**config.mk**
```make
export PLATFORM = sky130hd
export DESIGN_NAME = hk_sram_reader
export DESIGN_NICKNAME = d
export VERILOG_FILES = /design/src/rtl/hk_sram_reader_pkg.sv /design/src/rtl/hk_sram_word_fifo.sv /design/src/rtl/hk_sram_reader.sv
export SDC_FILE = /design/constraint.sdc
export NUM_CORES = 1
export LEC_CHECK = 0
export CORE_ASPECT_RATIO = 2
export CORE_MARGIN = 5
export CORE_UTILIZATION = 33
export DETAILED_ROUTE_END_ITERATION = 12
export GPL_TIMING_DRIVEN = 0
export PLACE_DENSITY = 0.62
export SYNTH_ARGS = -nofsm -noshare
export SYNTH_HDL_FRONTEND = slang
export SYNTH_SLANG_ARGS = --single-unit
```
**constraint.sdc**
```tcl
create_clock -name clk -period 6.6 [get_ports clk]
set_input_delay 1.32 -clock clk [delete_from_list [all_inputs] [get_ports clk]]
set_output_delay 1.32 -clock clk [all_outputs]
set_load 0.02 [all_outputs]
```
**src/rtl/hk_sram_reader_pkg.sv**
```systemverilog
// Shared housekeeping SRAM reader types and constants.
// Imported by hk_sram_word_fifo and hk_sram_reader.
package hk_sram_reader_pkg;

  localparam int HK_SRAM_AW  = 8;
  localparam int HK_SRAM_DW  = 32;
  localparam int HK_SRAM_LAT = 1;
  localparam int HK_LEN_W    = 9;

  typedef enum logic [1:0] {
    ST_IDLE  = 2'd0,
    ST_ISSUE = 2'd1,
    ST_DRAIN = 2'd2
  } hk_state_t;

  // A zero length request means a full 256-word sweep.
  function automatic logic [HK_LEN_W-1:0] hk_len_eff(
    input logic [HK_LEN_W-1:0] len
  );
    return (len == '0) ? HK_LEN_W'(256) : len;
  endfunction

endpackage

```
**src/rtl/hk_sram_word_fifo.sv**
```systemverilog
// Word buffer between the SRAM read port and the byte unpacker.
// Synchronous FIFO with flush; count drives issue throttling.
module hk_sram_word_fifo
  import hk_sram_reader_pkg::*;
#(
  parameter int DEPTH = 2
) (
  input  logic                    clk,
  input  logic                    reset,
  input  logic                    flush,
  input  logic                    push,
  input  logic [HK_SRAM_DW-1:0]   push_data,
  input  logic                    pop,
  output logic [HK_SRAM_DW-1:0]   head,
  output logic [$clog2(DEPTH):0]  count,
  output logic                    empty
);

  localparam int PW = $clog2(DEPTH);
  localparam int CW = PW + 1;

  logic [HK_SRAM_DW-1:0] mem [DEPTH];
  logic [PW-1:0]         wr_ptr;
  logic [PW-1:0]         rd_ptr;
  logic                  full;
  logic                  do_push;
  logic                  do_pop;

  assign empty   = (count == '0);
  assign full    = (count == CW'(DEPTH));
  assign do_push = push && !full;
  assign do_pop  = pop && !empty;
  assign head    = mem[rd_ptr];

  // Pointer and occupancy bookkeeping; flush empties the buffer.
  always_ff @(posedge clk or posedge reset) begin
    if (reset) begin
      wr_ptr <= '0;
      rd_ptr <= '0;
      count  <= '0;
    end else if (flush) begin
      wr_ptr <= '0;
      rd_ptr <= '0;
      count  <= '0;
    end else begin
      if (do_push) wr_ptr <= wr_ptr + PW'(1);
      if (do_pop)  rd_ptr <= rd_ptr + PW'(1);
      count <= count + CW'(do_push) - CW'(do_pop);
    end
  end

  // Storage array; contents are only observed behind count.
  always_ff @(posedge clk) begin
    if (do_push && !flush) mem[wr_ptr] <= push_data;
  end

endmodule

```
**src/rtl/hk_sram_reader.sv**
```systemverilog
// Housekeeping burst reader: SRAM read port to byte stream.
// Option: HK_SRAM_READER_MSB_FIRST_EN reverses byte order per word.
module hk_sram_reader
  import hk_sram_reader_pkg::*;
#(
  parameter int FIFO_WORDS = 2,
  parameter int SRAM_LAT   = HK_SRAM_LAT
) (
  input  logic                  clk,
  input  logic                  reset,
  input  logic                  req_valid,
  output logic                  req_ready,
  input  logic [HK_SRAM_AW-1:0] req_addr,
  input  logic [HK_LEN_W-1:0]   req_len,
  input  logic                  abort,
  output logic                  hkspi_sram_clk,
  output logic                  hkspi_sram_csb,
  output logic [HK_SRAM_AW-1:0] hkspi_sram_addr,
  input  logic [HK_SRAM_DW-1:0] hkspi_sram_rdata,
  output logic                  byte_valid,
  input  logic                  byte_ready,
  output logic [7:0]            byte_data,
  output logic                  busy
);

  localparam int CW = $clog2(FIFO_WORDS) + 1;

  hk_state_t             state;
  hk_state_t             state_n;
  logic                  csb_n;
  logic [HK_SRAM_AW-1:0] addr_n;
  logic [HK_SRAM_AW-1:0] ptr;
  logic [HK_SRAM_AW-1:0] ptr_n;
  logic [HK_LEN_W-1:0]   rem;
  logic [HK_LEN_W-1:0]   rem_n;
  logic [SRAM_LAT-1:0]   tag;
  logic [1:0]            bidx;
  logic [1:0]            sel;
  logic                  flush;
  logic                  push;
  logic                  pop;
  logic                  xfer;
  logic                  fifo_empty;
  logic [HK_SRAM_DW-1:0] head;
  logic [CW-1:0]         count;
  logic [31:0]           free_w;
  logic [31:0]           infl_w;
  logic                  room;
  logic                  idle_ok;

  assign hkspi_sram_clk = clk;
  assign req_ready      = (state == ST_IDLE);
  assign flush          = abort;
  assign push           = tag[SRAM_LAT-1];
  assign byte_valid     = !fifo_empty;
  assign xfer           = byte_valid && byte_ready;
  assign pop            = xfer && (bidx == 2'd3);
  assign busy           = (state != ST_IDLE) || byte_valid;

  hk_sram_word_fifo #(
    .DEPTH (FIFO_WORDS)
  ) u_fifo (
    .clk       (clk),
    .reset     (reset),
    .flush     (flush),
    .push      (push),
    .push_data (hkspi_sram_rdata),
    .pop       (pop),
    .head      (head),
    .count     (count),
    .empty     (fifo_empty)
  );

  // Reads in flight versus free slots; decides next-cycle issue.
  always_comb begin
    infl_w = 32'(!hkspi_sram_csb);
    for (int i = 0; i < SRAM_LAT; i++) begin
      infl_w = infl_w + 32'(tag[i]);
    end
    free_w  = 32'(FIFO_WORDS) - 32'(count);
    room    = free_w > infl_w;
    idle_ok = fifo_empty && (infl_w == 32'd0) && (bidx == 2'd0);
  end

  // Next state and next registered SRAM port values.
  always_comb begin
    state_n = state;
    csb_n   = 1'b1;
    addr_n  = hkspi_sram_addr;
    ptr_n   = ptr;
    rem_n   = rem;
    if (abort) begin
      state_n = ST_IDLE;
    end else begin
      unique case (state)
        ST_IDLE: begin
          if (req_valid) begin
            state_n = ST_ISSUE;
            csb_n   = 1'b0;
            addr_n  = req_addr;
            ptr_n   = req_addr + HK_SRAM_AW'(1);
            rem_n   = hk_len_eff(req_len) - HK_LEN_W'(1);
          end
        end
        ST_ISSUE: begin
          if (rem == '0) begin
            state_n = ST_DRAIN;
          end else if (room) begin
            csb_n  = 1'b0;
            addr_n = ptr;
            ptr_n  = ptr + HK_SRAM_AW'(1);
            rem_n  = rem - HK_LEN_W'(1);
          end
        end
        ST_DRAIN: begin
          if (idle_ok) state_n = ST_IDLE;
        end
        default: state_n = ST_IDLE;
      endcase
    end
  end

  // State, burst bookkeeping and the registered SRAM port.
  always_ff @(posedge clk or posedge reset) begin
    if (reset) begin
      state           <= ST_IDLE;
      hkspi_sram_csb  <= 1'b1;
      hkspi_sram_addr <= '0;
      ptr             <= '0;
      rem             <= '0;
    end else begin
      state           <= state_n;
      hkspi_sram_csb  <= csb_n;
      hkspi_sram_addr <= addr_n;
      ptr             <= ptr_n;
      rem             <= rem_n;
    end
  end

  // Tag pipeline marks when a read's rdata lands.
  always_ff @(posedge clk or posedge reset) begin
    if (reset) begin
      tag <= '0;
    end else if (flush) begin
      tag <= '0;
    end else begin
      tag[0] <= !hkspi_sram_csb;
      for (int i = 1; i < SRAM_LAT; i++) begin
        tag[i] <= tag[i-1];
      end
    end
  end

  // Byte index within the head word.
  always_ff @(posedge clk or posedge reset) begin
    if (reset) begin
      bidx <= 2'd0;
    end else if (flush) begin
      bidx <= 2'd0;
    end else if (xfer) begin
      bidx <= bidx + 2'd1;
    end
  end

  // Lane select; output is zero whenever no byte is offered.
  always_comb begin
`ifdef HK_SRAM_READER_MSB_FIRST_EN
    sel = 2'd3 - bidx;
`else
    sel = bidx;
`endif
    byte_data = 8'h00;
    if (byte_valid) byte_data = head[{sel, 3'b000} +: 8];
  end

endmodule

```
==> results of run 1 <==
-- layer usage --
metal  global-route usage  part of all wire
met1               0.1421              0.36
met2               0.2655              0.54
met3              0.03712             0.059
met4              0.08930             0.049
met5                    0                 0
-- final cells by class --
class | instances | area [um^2]
buffer | 20 | 138.9
sequential | 99 | 2799
inverter | 17 | 63.81
tap | 195 | 244.0
clock inverter | 7 | 67.56
clock buffer | 13 | 310.3
fill | 1354 | 8449
timing repair buffer | 81 | 790.8
multi-input combinational | 254 | 2034
-- cells by family (layout without fill, tap and decap cells) --
group	count (synthesis)	count (layout)
AO/OA/AOI/OAI	69	69
XOR/XNOR	9	9
adder cells (fa/ha/maj)	13	13
buffers and inverters	37	138
flip-flops	99	99
multiplexers	35	35
AND/OR/NAND/NOR	128	128
-- power groups by stage --
stage / sequential (W) / clock (W) / combinational [W]
final: 0.000767 / 0.000643 / 0.000324
after global routing: 0.000776 / 0.000689 / 0.000353
after CTS: 0.000767 / 0.000665 / 0.000327
after detailed placement: 0.000780 / 0.0000287 / 0.000326
after global placement: 0.000779 / 0.0000287 / 0.000319
after floorplan: 0.000782 / 0.0000177 / 0.000184
-- critical path: cells and delay by family --
| family | cells | cell delay (ns) |
|---|---|---|
| buffers and inverters | 4 | 0.90 |
-- synthesized netlist by cell type (all sizes together), types with 10 or more instances --
cell type   n
ha         13
a21oi      21
nor2       25
dfrtp      34
inv        16
mux4       16
mux2i      12
nand2      43
buf        14
o21ai      11
and3       10
edfxtp     64
-- state kept, by name (all words and copies together), names as in the netlist --
name             count
u_fifo.mem          64
hkspi_sram_csb       1
u_fifo.rd_ptr        1
hkspi_sram_addr      8
bidx                 2
u_fifo.count         2
u_fifo.wr_ptr        1
push                 1
rem                  9
state                2
ptr                  8
-- worst max-delay path by stage --
| stage | slack (ns) | from | to |
|---|---|---|---|
| finish | 1.08 | clk | hkspi_sram_clk |
| global route | 1.06 | clk | hkspi_sram_clk |
| CTS | 1.06 | clk | hkspi_sram_clk |
| detailed placement | 1.36 | clk | hkspi_sram_clk |
| global placement | -0.98 | abort | u_fifo.mem[1][11]$_DFFE_PP_ |
| floorplan | 1.17 | abort | u_fifo.mem[1][0]$_DFFE_PP_ |
-- stage by stage --
step | setup TNS (ns) | power [W] | setup slack, ns | area [um^2]
global placement | -52.95 | 0.001127 | -0.9819 | 6008
detailed placement | 0 | 0.001135 | 1.358 | 6081
finish | 0 | 0.001734 | 1.080 | 6449
floorplan | 0 | 0.0009835 | 1.169 | 5024
global route | 0 | 0.001818 | 1.057 | 6449
CTS | 0 | 0.001759 | 1.064 | 6449
==> flow_summary.toml, run 1 <==
[floorplan]
initial_core_util = 0.3372
die_w_um = 97.25
fp.coreArea_um2 = 14900
die_h_um = 184.5
pin_count = 75
die_area_um2 = 17940
rows = 63

[critical_path]
worstPathArrival_ns = 4.20
required_ns = 5.28
crit_top_cell = "clkbuf_16"
critical_path_class = "clk -> out"
cp_slowest_stage_delay_ns = 0.53
rr_startpoint = "state[0]$_DFFE_PP0P_"
startpoint_type = "clock port"
reg2regPathDepth = 12
ff2ff_setup_slack_ns = 3.37
worstPathMaxFanout = 2
slowest_stage = "clkdlybuf4s50_1"
path_cells = "clkbuf_16 -> clkbuf_16 -> buf_4 -> clkdlybuf4s50_1"
end_kind = "primary output"
rr_endpoint = "rem[4]$_DFFE_PP0P_"

[placed_design]
port_buffers = 74
hpwlAfterDp_um = 9384
place_congestion = 0.8766
dpl.cell_count = 667

[final_layout]
area_growth_pct = 28.37
diodes = 0
fin_util = 0.4329
drive_gt1_frac = 0.1650
layout_common_cells = "clkdlybuf4s50_1, edfxtp_1, nand2_1"
instances_no_fill = 686
layout_commonest_cell = "clkdlybuf4s50_1"
nNetsFinal = 553

[clocking]
clkTransAtPathRegs_ns = 0.07
cts_setup_buffers = 0
cts_tree = "done"
hold_buffers = 0
insertion_delay_ns = 0.46
post_cts_resized = 0

[hold_path]
min_path_cells = 2
min_from = "hkspi_sram_addr[3]$_DFFE_PP0P_"
hold_end = "hkspi_sram_addr[3]$_DFFE_PP0P_"
hold_class = "reg -> reg"

[sta]
finClkSkew_ns = 0.008487
max-slew-margin-rel = 0.4458
setup_viol_count_final = 0
tightest_slew_ns = 0.8302
maxSlewViolCount = 0
holdWs_ns = 0.4849
rsz0062_at_grt = "no"
final_hold_viol_count = 0

[synth]
syn_inst = 390
yosys.area_share.simple = 0.1410
syn-cell-area_um2 = 5024
yosys.area.top_type = "edfxtp_1"
ys_seq_area_frac = 0.5572
yosysWarnings = 0
synth.top_cell.area_share = 0.3826
synth_flop_cell = "edfxtp_1"
synth_edf_count = 64
synthMuxAreaShare = 0.1113
synthDistinctLibCells = 69
synth_fa_ha_area_frac = 0.03238
avgSynthCellArea_um2 = 12.88
synth-compound-area-share = 0.1021
async_reset_ff_frac = 0.3535
synth_area_leaders = "edfxtp_1, dfrtp_1, mux4_2, ha_1, nand2_1"
synth_top_family_by_area = "simple AND/OR/NAND/NOR gates"
synth_nets = 457
yosys.area_share.xor_xnor = 0.01569
synth_seq_cells = 99

[detailed_routing]
vias = 3537
drt_iter0_drc = 99
antenna_left = 0
firstDrtPassIters = 4
wl_per_cell_um = 18.07
finalWirelength_um = 12400
drc = 0
drt-vias-per-instance = 5.156

[power]
swShare = 0.2890
power.switching_w = 0.0005012
max-vdd-ir-drop_mv = 0.1911
power_density_nw_per_um2 = 268.9
leakage_nw = 2.430
pwr-share-comb = 0.187
p_int_w = 0.001233
seqPwrFrac = 0.442
power_frac_clock = 0.371

[global_routing]
antenna_found_initial = 0
grt_pass1_wl_um = 20130
grt_overflow = 0
grt_pass1_vias = 4024
grt_max_degree = 36
grt.total_usage = 0.1438

[job]
drv_cap = 0

[outcome]
status = "complete, no violations"
Power figures use the tool's default switching activity.
==> run 2: changes to the inputs <==
--- a/config.mk
+++ b/config.mk
@@ -10,7 +10,7 @@
 export CORE_UTILIZATION = 33
 export DETAILED_ROUTE_END_ITERATION = 12
 export GPL_TIMING_DRIVEN = 0
-export PLACE_DENSITY = 0.62
+export PLACE_DENSITY = 0.64
 export SYNTH_ARGS = -nofsm -noshare
 export SYNTH_HDL_FRONTEND = slang
 export SYNTH_SLANG_ARGS = --single-unit
==> constraint.sdc (replaced) <==
create_clock -name clk -period 4.9 [get_ports clk]
set_input_delay 0.98 -clock clk [delete_from_list [all_inputs] [get_ports clk]]
set_output_delay 0.98 -clock clk [all_outputs]
set_load 0.02 [all_outputs]
==> run 2 against run 1 <==
  * Register-to-register slack got worse by 1.7 ns
  * Count of clock-buffer cells in the layout unchanged
  * Routed wire length grew 0.28%
  * Critical path type unchanged
==> flow_summary.toml, run 2 (synthesis results as in run 1) <==
[outcome]
status = "complete, no violations"

[sta]
final_hold_viol_count = 0
maxSlewViolCount = 0
max-slew-margin-rel = 0.3170
rsz0062_at_grt = "no"
setup_viol_count_final = 0
finClkSkew_ns = 0.01120
tightest_slew_ns = 1.016

[hold_path]
hold_end = "hkspi_sram_addr[6]$_DFFE_PP0P_"
min_from = "hkspi_sram_addr[6]$_DFFE_PP0P_"
hold_class = "reg -> reg"
min_path_cells = 1

[detailed_routing]
firstDrtPassIters = 4
drc = 0
vias = 3565
wl_met1_um = 4536
met2WireLength_um = 6835
routed-wl-met3_um = 663
drt-vias-per-instance = 5.227
drt_iter0_drc = 140
routed.top_layer = "met4"
antenna_left = 0
wl_per_cell_um = 18.23
finalWirelength_um = 12430

[global_routing]
antenna_found_initial = 0
grt_pass1_vias = 3927
grt_overflow = 0
grt.total_usage = 0.1411
grt_pass1_wl_um = 19780
grt_max_degree = 36

[final_layout]
top_regs = "u_fifo.mem x64, rem x9"
largest_reg_flops = 64
top_register = "u_fifo.mem"
instances_no_fill = 682
diodes = 0
fin_area_um2 = 6432
drive_gt1_frac = 0.1581
area_growth_pct = 28.04
layout_commonest_cell = "clkdlybuf4s50_1"
nNetsFinal = 550
layout_common_cells = "clkdlybuf4s50_1, edfxtp_1, nand2_1"

[placed_design]
post_dp_cell_area_um2 = 6075
hpwlAfterDp_um = 9498
port_buffers = 74
dpl.cell_count = 664
place_congestion = 0.8615

[critical_path]
required_ns = 3.92
critPathBufInv = 4
worstPathArrival_ns = 3.34
rr_startpoint = "state[0]$_DFFE_PP0P_"
rr_endpoint = "rem[4]$_DFFE_PP0P_"
worstPathMaxFanout = 2
cp_slowest_stage_delay_ns = 0.53
ff2ff_setup_slack_ns = 1.71
reg2regPathDepth = 12
startpoint_type = "clock port"
cp_top_family = "buffers and inverters"
critical_path_class = "clk -> out"
path_cells = "clkbuf_16 -> clkbuf_16 -> buf_4 -> clkdlybuf4s50_1"
crit_top_cell = "clkbuf_16"
end_kind = "primary output"
slowest_stage = "clkdlybuf4s50_1"

[clocking]
cts_setup_buffers = 0
clkTransAtPathRegs_ns = 0.08
cts_tree = "done"
post_cts_resized = 0
hold_buffers = 0
insertion_delay_ns = 0.46

[floorplan]
initial_core_util = 0.3372
die_area_um2 = 17940
pin_count = 75
fp.coreArea_um2 = 14900
die_w_um = 97.25
rows = 63
die_h_um = 184.5

[power]
power_density_nw_per_um2 = 361.4
leakage_nw = 2.410
max-vdd-ir-drop_mv = 0.2191

[job]
drv_cap = 0
[run 2: cell count changes in the layout (fill, tap and decap cells not counted)]
| cell | delta |
|---|---|
| nor4b_2 | -1 |
| nor4b_4 | +1 |
| clkinv_2 | -1 |
| inv_6 | -2 |
| clkinv_4 | +2 |
| buf_4 | -5 |
| inv_8 | +1 |
| buf_6 | +2 |
| clkinv_8 | -1 |
[run 2: worst reg2reg max path: cells and delay by family, from the launching register on]
kind            cells  cell delay [ns]
compound gates      1             0.34
flops               1             0.34
buf+inv             5             1.00
simple gates        4             0.97
mux                 1             0.23
fa+ha+maj           1             0.25
[run 2: metal layers]
| layer | track usage | up-vias |
|---|---|---|
| met1 | 0.1405 | 1746 |
| li1 | - | 1661 |
| met5 | 0 | - |
| met3 | 0.03258 | 29 |
| met4 | 0.07377 | 0 |
| met2 | 0.2691 | 129 |
[run 2: cell type report]
type                            count  area (um^2)
Tap cell                          195        244.0
Clock inverter                      6        57.56
Multi-Input combinational cell    254         2043
Timing Repair Buffer               78        775.7
Inverter                           17        63.81
Sequential cell                    99         2799
Buffer                             20        138.9
Fill cell                        1369         8466
Clock buffer                       13        310.3
[run 2: per-stage QoR]
stage / hold WS [ns] / TNS, ns / setup WS, ns / total power [W] / utilization
after floorplan: 0.4847 / 0 / 0.04279 / 0.001325 / -
after global placement: 0.4641 / -62.66 / -1.961 / 0.001517 / 0.4037
after detailed placement: 0.4703 / 0 / 0.8483 / 0.001532 / 0.4077
after global routing: 0.5055 / 0 / 0.5587 / 0.002422 / 0.4318
final: 0.4807 / 0 / 0.5790 / 0.002325 / 0.4318
after CTS: 0.4887 / 0 / 0.5673 / 0.002351 / 0.4318
[run 2: power by group]
part	internal, W	switching [W]	total [W]
clock	0.000483	0.000370	0.000852
combinational	0.000212	0.000228	0.000440
sequential	0.000962	0.0000706	0.00103
[run 2: worst max-delay path by stage]
stage	start	end	cells after the start
2_1_floorplan	abort	u_fifo.mem[0][0]$_DFFE_PP_	2
3_3_place_gp	abort	u_fifo.mem[0][1]$_DFFE_PP_	3
3_5_place_dp	clk	hkspi_sram_clk	2
4_1_cts	clk	hkspi_sram_clk	4
5_1_grt	clk	hkspi_sram_clk	4
6_report	clk	hkspi_sram_clk	4
